===== config.mk =====
export PLATFORM = sky130hd
export DESIGN_NAME = irq_sched
export DESIGN_NICKNAME = d
export VERILOG_FILES = /design/src/rtl/irq_sched.sv
export SDC_FILE = /design/constraint.sdc
export NUM_CORES = 1
export LEC_CHECK = 0
export CAP_MARGIN = 5
export CELL_PAD_IN_SITES_DETAIL_PLACEMENT = 1
export CELL_PAD_IN_SITES_GLOBAL_PLACEMENT = 1
export CORE_AREA = 10 10 91 93
export CTS_BUF_LIST = sky130_fd_sc_hd__clkbuf_4 sky130_fd_sc_hd__clkbuf_8 sky130_fd_sc_hd__clkbuf_16
export CTS_CLUSTER_SIZE = 30
export DETAILED_ROUTE_END_ITERATION = 8
export DIE_AREA = 0 0 101 103
export PLACE_DENSITY_LB_ADDON = 0.1
export SLEW_MARGIN = 5
export SYNTH_ARGS = -nofsm -noshare
export SYNTH_HDL_FRONTEND = slang
export SYNTH_SLANG_ARGS = --single-unit
export TNS_END_PERCENT = 1

===== constraint.sdc =====
create_clock -name clk -period 2.3 [get_ports clk]
set_clock_uncertainty 0.1 [all_clocks]
set_input_delay 0.46 -clock clk [delete_from_list [all_inputs] [get_ports clk]]
set_output_delay 0.46 -clock clk [all_outputs]
set_load 0.01 [all_outputs]

===== src/rtl/irq_sched.sv =====
// irq_sched - interrupt scheduler sitting between the device IRQ lines and CP0.
//
// Captures up to N_SRC device interrupt lines into a pending register, each in
// level or rising-edge mode, masks them, and presents one selected source at a
// time to the CPU through a request / acknowledge / end-of-interrupt handshake.
// A four-word register file on the peripheral bus gives software access.
//
// Ports:
//   clk      system clock
//   reset    synchronous, active-high reset
//   irq_in   device IRQ lines (bit 0 = timer0, bit 1 = timer1)
//   addr     word select [3:2]: 00 MASK, 01 PEND, 10 CUR, 11 CFG
//   WE       register write enable
//   din      write data
//   ack      CPU took the interrupt (one-cycle pulse)
//   dataOut  read data, combinational on addr
//   hw_int   pend & mask, routed to CP0 HWInt[7:2]
//   irq_req  scheduled request to the CPU
//   cur_id   source currently requested or in service
//
// Build option: define IRQ_SCHED_RR_EN for round-robin arbitration (CUR[6:4]
// then reads the last serviced id); otherwise fixed lowest-index priority.

module irq_sched #(
    parameter int N_SRC = 6
) (
    input  logic        clk,
    input  logic        reset,
    input  logic [5:0]  irq_in,
    input  logic [3:2]  addr,
    input  logic        WE,
    input  logic [31:0] din,
    input  logic        ack,
    output logic [31:0] dataOut,
    output logic [5:0]  hw_int,
    output logic        irq_req,
    output logic [2:0]  cur_id
);

    localparam logic [5:0] SRC_MASK = 6'((1 << N_SRC) - 1);

    localparam logic [1:0] ST_IDLE = 2'd0;
    localparam logic [1:0] ST_REQ  = 2'd1;
    localparam logic [1:0] ST_SERV = 2'd2;

    localparam logic [1:0] A_MASK = 2'd0;
    localparam logic [1:0] A_PEND = 2'd1;
    localparam logic [1:0] A_CUR  = 2'd2;
    localparam logic [1:0] A_CFG  = 2'd3;

    logic [5:0] mask_q, mask_d;
    logic [5:0] pend_q, pend_d;
    logic [5:0] cfg_q, cfg_d;
    logic [5:0] prev_q, prev_d;
    logic [1:0] state_q, state_d;
    logic [2:0] cur_id_q, cur_id_d;
    logic [2:0] last_q, last_d;

    logic       wr_mask, wr_pend, wr_cur, wr_cfg, eoi;
    logic [5:0] set_vec, clr_vec, req_vec;
    logic [2:0] winner;
    logic       found;
    logic [31:0] cur_word;
    logic       unused_din;

    assign unused_din = ^din[31:6];

    // Bus decode; an end-of-interrupt only counts while a source is in service.
    always_comb begin
        wr_mask = WE && (addr == A_MASK);
        wr_pend = WE && (addr == A_PEND);
        wr_cur  = WE && (addr == A_CUR);
        wr_cfg  = WE && (addr == A_CFG);
        eoi     = wr_cur && (state_q == ST_SERV);
    end

    // Pending capture: level sources set while high, edge sources on a 0->1
    // step against last cycle's line. Set is applied after clear so a fresh
    // event is never lost to a simultaneous software clear or EOI.
    always_comb begin
        set_vec = ((irq_in & ~cfg_q) | (irq_in & ~prev_q & cfg_q)) & SRC_MASK;
        clr_vec = 6'b0;
        if (wr_pend) begin
            clr_vec = clr_vec | din[5:0];
        end
        if (eoi) begin
            clr_vec = clr_vec | (6'b1 << cur_id_q);
        end
        pend_d = ((pend_q & ~clr_vec) | set_vec) & SRC_MASK;
        prev_d = irq_in & SRC_MASK;
        mask_d = wr_mask ? (din[5:0] & SRC_MASK) : mask_q;
        cfg_d  = wr_cfg  ? (din[5:0] & SRC_MASK) : cfg_q;
        last_d = eoi ? cur_id_q : last_q;
    end

    // Arbitration over the currently pending-and-enabled sources.
    always_comb begin
        req_vec = pend_q & mask_q;
        winner  = 3'd0;
        found   = 1'b0;
`ifdef IRQ_SCHED_RR_EN
        for (int k = 0; k < N_SRC; k++) begin
            if (!found && req_vec[(int'(last_q) + 1 + k) % N_SRC]) begin
                winner = 3'((int'(last_q) + 1 + k) % N_SRC);
                found  = 1'b1;
            end
        end
`else
        for (int i = N_SRC - 1; i >= 0; i--) begin
            if (req_vec[i]) begin
                winner = 3'(i);
                found  = 1'b1;
            end
        end
`endif
    end

    // Handshake FSM. In REQ the withdrawal test looks at next-cycle mask and
    // pending so a software clear retracts the request on the same edge, while
    // a simultaneous ack still takes priority.
    always_comb begin
        state_d  = state_q;
        cur_id_d = cur_id_q;
        case (state_q)
            ST_IDLE: begin
                if (found) begin
                    cur_id_d = winner;
                    state_d  = ST_REQ;
                end
            end
            ST_REQ: begin
                if (ack) begin
                    state_d = ST_SERV;
                end else if (!mask_d[cur_id_q] || !pend_d[cur_id_q]) begin
                    state_d = ST_IDLE;
                end
            end
            ST_SERV: begin
                if (eoi) begin
                    state_d = ST_IDLE;
                end
            end
            default: state_d = ST_IDLE;
        endcase
    end

    always_ff @(posedge clk) begin
        if (reset) begin
            mask_q   <= 6'b0;
            pend_q   <= 6'b0;
            cfg_q    <= 6'b0;
            prev_q   <= 6'b0;
            state_q  <= ST_IDLE;
            cur_id_q <= 3'd0;
            last_q   <= 3'(N_SRC - 1);
        end else begin
            mask_q   <= mask_d;
            pend_q   <= pend_d;
            cfg_q    <= cfg_d;
            prev_q   <= prev_d;
            state_q  <= state_d;
            cur_id_q <= cur_id_d;
            last_q   <= last_d;
        end
    end

    // Read mux; the CUR word carries busy, state, last-served and current id.
    always_comb begin
        cur_word      = 32'b0;
        cur_word[31]  = (state_q != ST_IDLE);
        cur_word[9:8] = state_q;
`ifdef IRQ_SCHED_RR_EN
        cur_word[6:4] = last_q;
`endif
        cur_word[2:0] = cur_id_q;
        case (addr)
            A_MASK:  dataOut = {26'b0, mask_q};
            A_PEND:  dataOut = {26'b0, pend_q};
            A_CUR:   dataOut = cur_word;
            default: dataOut = {26'b0, cfg_q};
        endcase
    end

    assign hw_int  = pend_q & mask_q;
    assign irq_req = (state_q == ST_REQ);
    assign cur_id  = cur_id_q;

endmodule


==> results of run 1 <==
-- routing by layer --
metal / share of wire [%] / wire length (um) / track usage [%]
met1: 46 / 2600 / 13.27
met2: 47 / 2661 / 18.03
met3: 6.5 / 371 / 3.753
met4: 1.1 / 65 / 3.537
met5: 0 / 0 / 0
-- power by group --
group	internal, mW	switching, mW
Sequential	0.527	0.0234
Combinational	0.115	0.119
Clock	0.249	0.194
Total	0.891	0.336
-- how the worst min path moves through the flow --
| stage | startpoint | endpoint | slack, ps | depth (start not counted) |
|---|---|---|---|---|
| floorplan | cfg_q[5]$_SDFFE_PP0P_ | cfg_q[5]$_SDFFE_PP0P_ | 370 | 2 |
| global placement | cfg_q[5]$_SDFFE_PP0P_ | cfg_q[5]$_SDFFE_PP0P_ | 410 | 2 |
| detailed placement | cfg_q[5]$_SDFFE_PP0P_ | cfg_q[5]$_SDFFE_PP0P_ | 410 | 2 |
| CTS | cfg_q[5]$_SDFFE_PP0P_ | cfg_q[5]$_SDFFE_PP0P_ | 420 | 2 |
| global route | pend_q[0]$_SDFF_PP0_ | pend_q[0]$_SDFF_PP0_ | 480 | 2 |
| finish | cfg_q[5]$_SDFFE_PP0P_ | cfg_q[5]$_SDFFE_PP0P_ | 410 | 2 |
-- worst reg2reg max path: cells and delay by family, from the launching register on --
| family | cells | cell delay (ps) |
|---|---|---|
| DFF | 1 | 360 |
| muxes | 1 | 520 |
| buffers and inverters | 1 | 230 |
| AOI/OAI and AO/OA | 3 | 410 |
-- logic make-up after synthesis --
group / count (synthesis) / synth area share (%)
compound gates: 44 / 16.69
buf+inv: 42 / 15.17
flops: 29 / 32.00
mux: 18 / 12.76
other cells: 1 / 0.2067
simple gates: 77 / 23.17
-- synth_stat cells --
cell type,instances
dfxtp_1,29
buf_4,27
nor2_1,25
mux2i_1,13
a21oi_1,10
nand2_1,10
o21ai_0,9
nand3_1,8
nor2b_1,8
and2_1,7
clkbuf_1,6
inv_1,6
a21boi_0,5
a31oi_1,4
mux4_2,4
nand4b_1,4
nor3_1,4
a22o_1,3
nand3b_1,3
a2111o_1,2
buf_6,2
o211ai_1,2
o21bai_1,2
or2_2,2
a2111oi_2,1
a21o_1,1
a2bb2oi_1,1
a31o_2,1
and4bb_2,1
buf_2,1
conb_1,1
mux2_2,1
nand2b_1,1
nor3b_2,1
nor4b_1,1
nor4b_2,1
o2111a_1,1
o2111ai_1,1
o22ai_1,1
or4b_2,1
-- final cells by class --
type | instances | area, um2 | share of cell area [%]
Clock buffer | 7 | 90.09 | 3.754
Timing Repair Buffer | 60 | 563.0 | 23.46
Tap cell | 80 | 100.1 | 4.171
Inverter | 6 | 22.52 | 0.9385
Sequential cell | 29 | 580.6 | 24.19
Multi-Input combinational cell | 162 | 1044 | 43.48
-- registers in the layout, indices dropped and copies added (netlist names) --
| name | flops |
|---|---|
| cfg_q | 6 |
| mask_q | 6 |
| pend_q | 6 |
| prev_q | 6 |
| cur_id | 3 |
| state_q | 2 |
-- metrics by stage --
step,setup slack [ps],instance area [um2],total power [mW],TNS [ps]
2_1_floorplan,365.7,1897,0.7128,0
3_3_place_gp,-388.8,2322,0.8003,-3532
3_5_place_dp,-394.5,2322,0.8016,-3592
4_1_cts,95.25,2400,1.249,0
5_1_grt,55.41,2400,1.299,0
6_report,121.6,2400,1.227,0
-- cells in the final DEF (no fill, tap or decap), drive strengths merged, types with 4 or more instances in the layout --
cell type / Yosys / layout
a21boi: 5 / 5
a21oi: 10 / 10
a31oi: 4 / 4
and2: 7 / 7
buf: 30 / 25
clkbuf: 6 / 7
clkdlybuf4s50: 0 / 25
conb: 1 / 23
dfxtp: 29 / 29
dlygate4sd2: 0 / 8
inv: 6 / 6
mux2i: 13 / 13
mux4: 4 / 4
nand2: 10 / 10
nand3: 8 / 8
nand4b: 4 / 4
nor2: 25 / 25
nor2b: 8 / 8
nor3: 4 / 4
o21ai: 9 / 9
==> flow_metrics.py, run 1 <==
metrics = {
    "outcome": {
        "status": "complete, no violations",
    },
    "clock_tree": {
        "cts_max_level": 2,
        "cts_root_buffer": "clkbuf_8",
        "clkTransAtPathRegs_ps": 60,
        "cts_tree": "built",
        "cts_made_buffers": 5,
        "clock_latency_ps": 280,
        "post-cts-setup-buffer-count": 0,
        "cts_sinks": 29,
        "hold_buffers": 0,
        "clockBufferDepth": 2,
        "post_cts_resized": 17,
    },
    "route": {
        "wl_per_cell_um": 16.57,
        "vias": 1627,
        "drtPass1Iterations": 3,
        "wirelength_um": 5699,
        "via_per_inst": 4.730,
        "drc": 0,
        "ant_nets": 0,
        "drt_iter0_markers": 95,
    },
    "critical_path": {
        "worstSetupEndpoint": "dataOut[4]",
        "reg2reg_slack_ps": 560,
        "path_cells": "dlygate4sd2_1 -> buf_12 -> buf_12 -> mux2i_1 -> o21ai_0 -> dlygate4sd2_1",
        "crit_family": "buffers and inverters",
        "worstSetupPathType": "input pin to output pin",
        "r2r_cells": 5,
        "critical-path-max-stage-delay_ps": 300,
        "cp_slowest_cell": "dlygate4sd2_1",
        "cp-startpoint": "addr[2]",
        "timing.rr.start": "cur_id[1]$_SDFFE_PP0P_",
        "worst-path-stages": 6,
        "critPathBufInv": 4,
        "worstPathArrival_ps": 1620,
        "worstPathRequired_ps": 1740,
        "cp_max_fo": 11,
        "start_kind": "input pin",
        "critPathCaptureType": "output pin",
        "r2r-end": "state_q[0]$_SDFFE_PP0P_",
    },
    "timing": {
        "rsz0062_at_grt": "no",
        "max_freq_ghz": 0.4591,
        "hold_viol_final": 0,
        "hold_slack_ps": 411.4,
        "finalCritPeriodShare_pct": 94.71,
        "setup_viol": 0,
        "fin_crit_ps": 2178,
        "slew_viol_final": 0,
    },
    "floorplanning": {
        "coreArea_mm2": 0.006569,
        "floorplan.initialDensity_pct": 27.62,
        "die_h_um": 103,
        "row_count": 30,
        "die_x_um": 101,
        "dieArea_mm2": 0.01040,
        "boundaryPins": 86,
    },
    "final_layout": {
        "insertedDiodeCount": 0,
        "area_growth_syn_to_layout_pct": 32.28,
        "fin_nets": 308,
        "fillers": 775,
        "finalNonFillerCells": 344,
        "layout-drive-gt1-share_pct": 17.42,
        "final_core_utilization_pct": 36.53,
    },
    "power": {
        "power_density_mw_per_mm2": 511.3,
        "p_leak_nw": 1.020,
        "ir_drop_mv": 0.1938,
    },
    "synthesis": {
        "netlist_area_mm2": 0.001814,
        "synth_top_area_cell": "dfxtp_1",
        "yosysWarnings": 0,
        "synth_top_area_share_pct": 32.00,
        "ys_ff_latch": 29,
        "netlist_instances": 211,
        "ys_seq_area_share_pct": 32.00,
        "avgSynthCellArea_um2": 8.598,
        "yosys-top-cells-area": "dfxtp_1 (32%), buf_4 (11%), mux2i_1 (7.2%)",
        "synth_cell_types": 40,
    },
    "global_route": {
        "grt_overflow": 0,
        "first_global_vias": 1699,
        "grt_pass1_wl_um": 8997,
        "track_usage_pct": 11.03,
        "grt_start_max_net_pins": 30,
        "grt_antenna_before_repair": 0,
    },
    "placed_design": {
        "place_inst": 337,
        "port_buffers": 36,
        "hpwl_um": 4456,
        "place_congestion": 0.8136,
    },
    "job": {
        "drv_cap": 0,
    },
    "worst_hold_path": {
        "hold_path.class": "register to register",
    },
}
Note: power is estimated with default switching activity, not from simulation.
==> run 2: changes to the inputs <==
Settings changed: CTS_CLUSTER_SIZE 30 to default.
==> results of run 2 <==
No change in the layout: final DEF, timing and power equal those of run 1.
==> run 3: changes to the inputs <==
Clock period 2.3 ns to 2.15 ns, I/O delays scaled along.
==> flow_metrics.py, run 3 (synthesis results as in run 1) <==
metrics = {
    "outcome": {
        "status": "complete, no violations",
    },
    "critical_path": {
        "cp_max_fo": 4,
        "worstPathArrival_ps": 1560,
        "reg2reg_slack_ps": 410,
        "worstSetupPathType": "input pin to output pin",
        "start_kind": "input pin",
        "worstPathRequired_ps": 1620,
        "critPathCaptureType": "output pin",
    },
    "clock_tree": {
        "post-cts-setup-buffer-count": 0,
        "cts_tree": "built",
        "hold_buffers": 0,
        "cts_sinks": 29,
        "clkTransAtPathRegs_ps": 70,
        "cts_max_level": 2,
        "cts_made_buffers": 5,
        "cts_root_buffer": "clkbuf_8",
        "clockBufferDepth": 2,
        "clock_latency_ps": 290,
    },
    "final_layout": {
        "insertedDiodeCount": 0,
        "area_growth_syn_to_layout_pct": 36.76,
        "final_common_cell": "dfxtp_1",
        "layout-drive-gt1-share_pct": 18.96,
        "mostFrequentLayoutCells": "dfxtp_1 (29), nor2_1 (25), clkdlybuf4s50_1 (24)",
        "fin_nets": 312,
        "finalNonFillerCells": 349,
        "fin_area_mm2": 0.002481,
    },
    "global_route": {
        "first_global_vias": 1735,
        "grt_antenna_before_repair": 0,
        "grt_pass1_wl_um": 9211,
        "grt_start_max_net_pins": 30,
        "track_usage_pct": 11.23,
        "grt_overflow": 0,
    },
    "route": {
        "via_per_inst": 4.731,
        "drt_iter0_markers": 59,
        "wirelength_um": 5784,
        "drtPass1Iterations": 4,
        "drc": 0,
        "wl_per_cell_um": 16.57,
        "vias": 1651,
        "ant_nets": 0,
    },
    "floorplanning": {
        "die_h_um": 103,
        "die_x_um": 101,
        "boundaryPins": 86,
        "floorplan.initialDensity_pct": 27.62,
        "row_count": 30,
        "coreArea_mm2": 0.006569,
        "dieArea_mm2": 0.01040,
    },
    "power": {
        "p_sw_mw": 0.3842,
        "p_leak_nw": 1.060,
        "p_int_mw": 1.152,
        "total_power_mw": 1.536,
        "swShare_pct": 25.01,
        "seq_power_share_pct": 38.4,
        "clockPowerShare_pct": 44.9,
        "power_density_mw_per_mm2": 619.1,
        "ir_drop_mv": 0.2562,
        "p_comb_share_pct": 16.7,
    },
    "worst_hold_path": {
        "hold_path.class": "register to register",
    },
    "placed_design": {
        "place_congestion": 0.7804,
        "hpwl_um": 4558,
        "placed_cell_area_mm2": 0.002352,
        "place_inst": 341,
        "port_buffers": 36,
    },
    "timing": {
        "setup_viol": 0,
        "hold_slack_ps": 424.4,
        "max_freq_ghz": 0.4783,
        "rsz0062_at_grt": "no",
        "finalCritPeriodShare_pct": 97.24,
        "slew_viol_final": 0,
        "hold_viol_final": 0,
        "fin_crit_ps": 2091,
    },
    "job": {
        "drv_cap": 0,
    },
}
-- run 3: power by group through the flow --
stage / logic (mW) / clock network (mW) / registers [mW]
after global routing: 0.285 / 0.720 / 0.594
after CTS: 0.259 / 0.709 / 0.589
final: 0.256 / 0.690 / 0.589
after floorplan: 0.170 / 0 / 0.593
after global placement: 0.261 / 0 / 0.602
after detailed placement: 0.262 / 0 / 0.601
-- run 3: layout make-up --
type                            instances  area, um2
Tap cell                               80      100.1
Clock buffer                            5      68.82
Inverter                                6      22.52
Sequential cell                        29      580.6
Clock inverter                          3      65.06
Fill cell                             797       4088
Multi-Input combinational cell        162       1044
Timing Repair Buffer                   64      600.6
-- run 3: path summary, 6_finish.rpt --
kind,startpoint,end,depth (start not counted)
worst max-delay path,addr[2],dataOut[1],4
worst min register to register,cfg_q[3]$_SDFFE_PP0P_,cfg_q[3]$_SDFFE_PP0P_,2
worst max register to register,cur_id[1]$_SDFFE_PP0P_,state_q[0]$_SDFFE_PP0P_,5
worst min-delay path,cfg_q[3]$_SDFFE_PP0P_,cfg_q[3]$_SDFFE_PP0P_,2
-- run 3: worst max-delay path: stages --
cell and delay (ps):
dlygate4sd2_1 250, buf_6 140, mux4_2 480, clkdlybuf4s15_1 260
-- run 3: timing repair --
item                                    in CTS  in global routing
endpoints found under the hold margin        0                  0
gates resized for setup                     19                  1
endpoints found under the setup margin      10                  1
-- run 3: stage by stage --
stage | setup slack (ps) | setup TNS [ps] | util (%)
after global placement | -452.2 | -5463 | 35.81
after detailed placement | -468.0 | -5813 | 35.81
after global routing | 6.488 | 0 | 37.77
after CTS | 37.15 | 0 | 37.85
after floorplan | 275.7 | 0 | -
final | 59.30 | 0 | 37.77
-- run 3: metal layers --
layer / up-vias / GRT usage (%) / wire length, um
met5: - / 0 / 0
met4: 0 / 3.859 / 76
met3: 6 / 3.820 / 470
met2: 45 / 17.99 / 2645
met1: 787 / 13.73 / 2592
li1: 813 / - / -
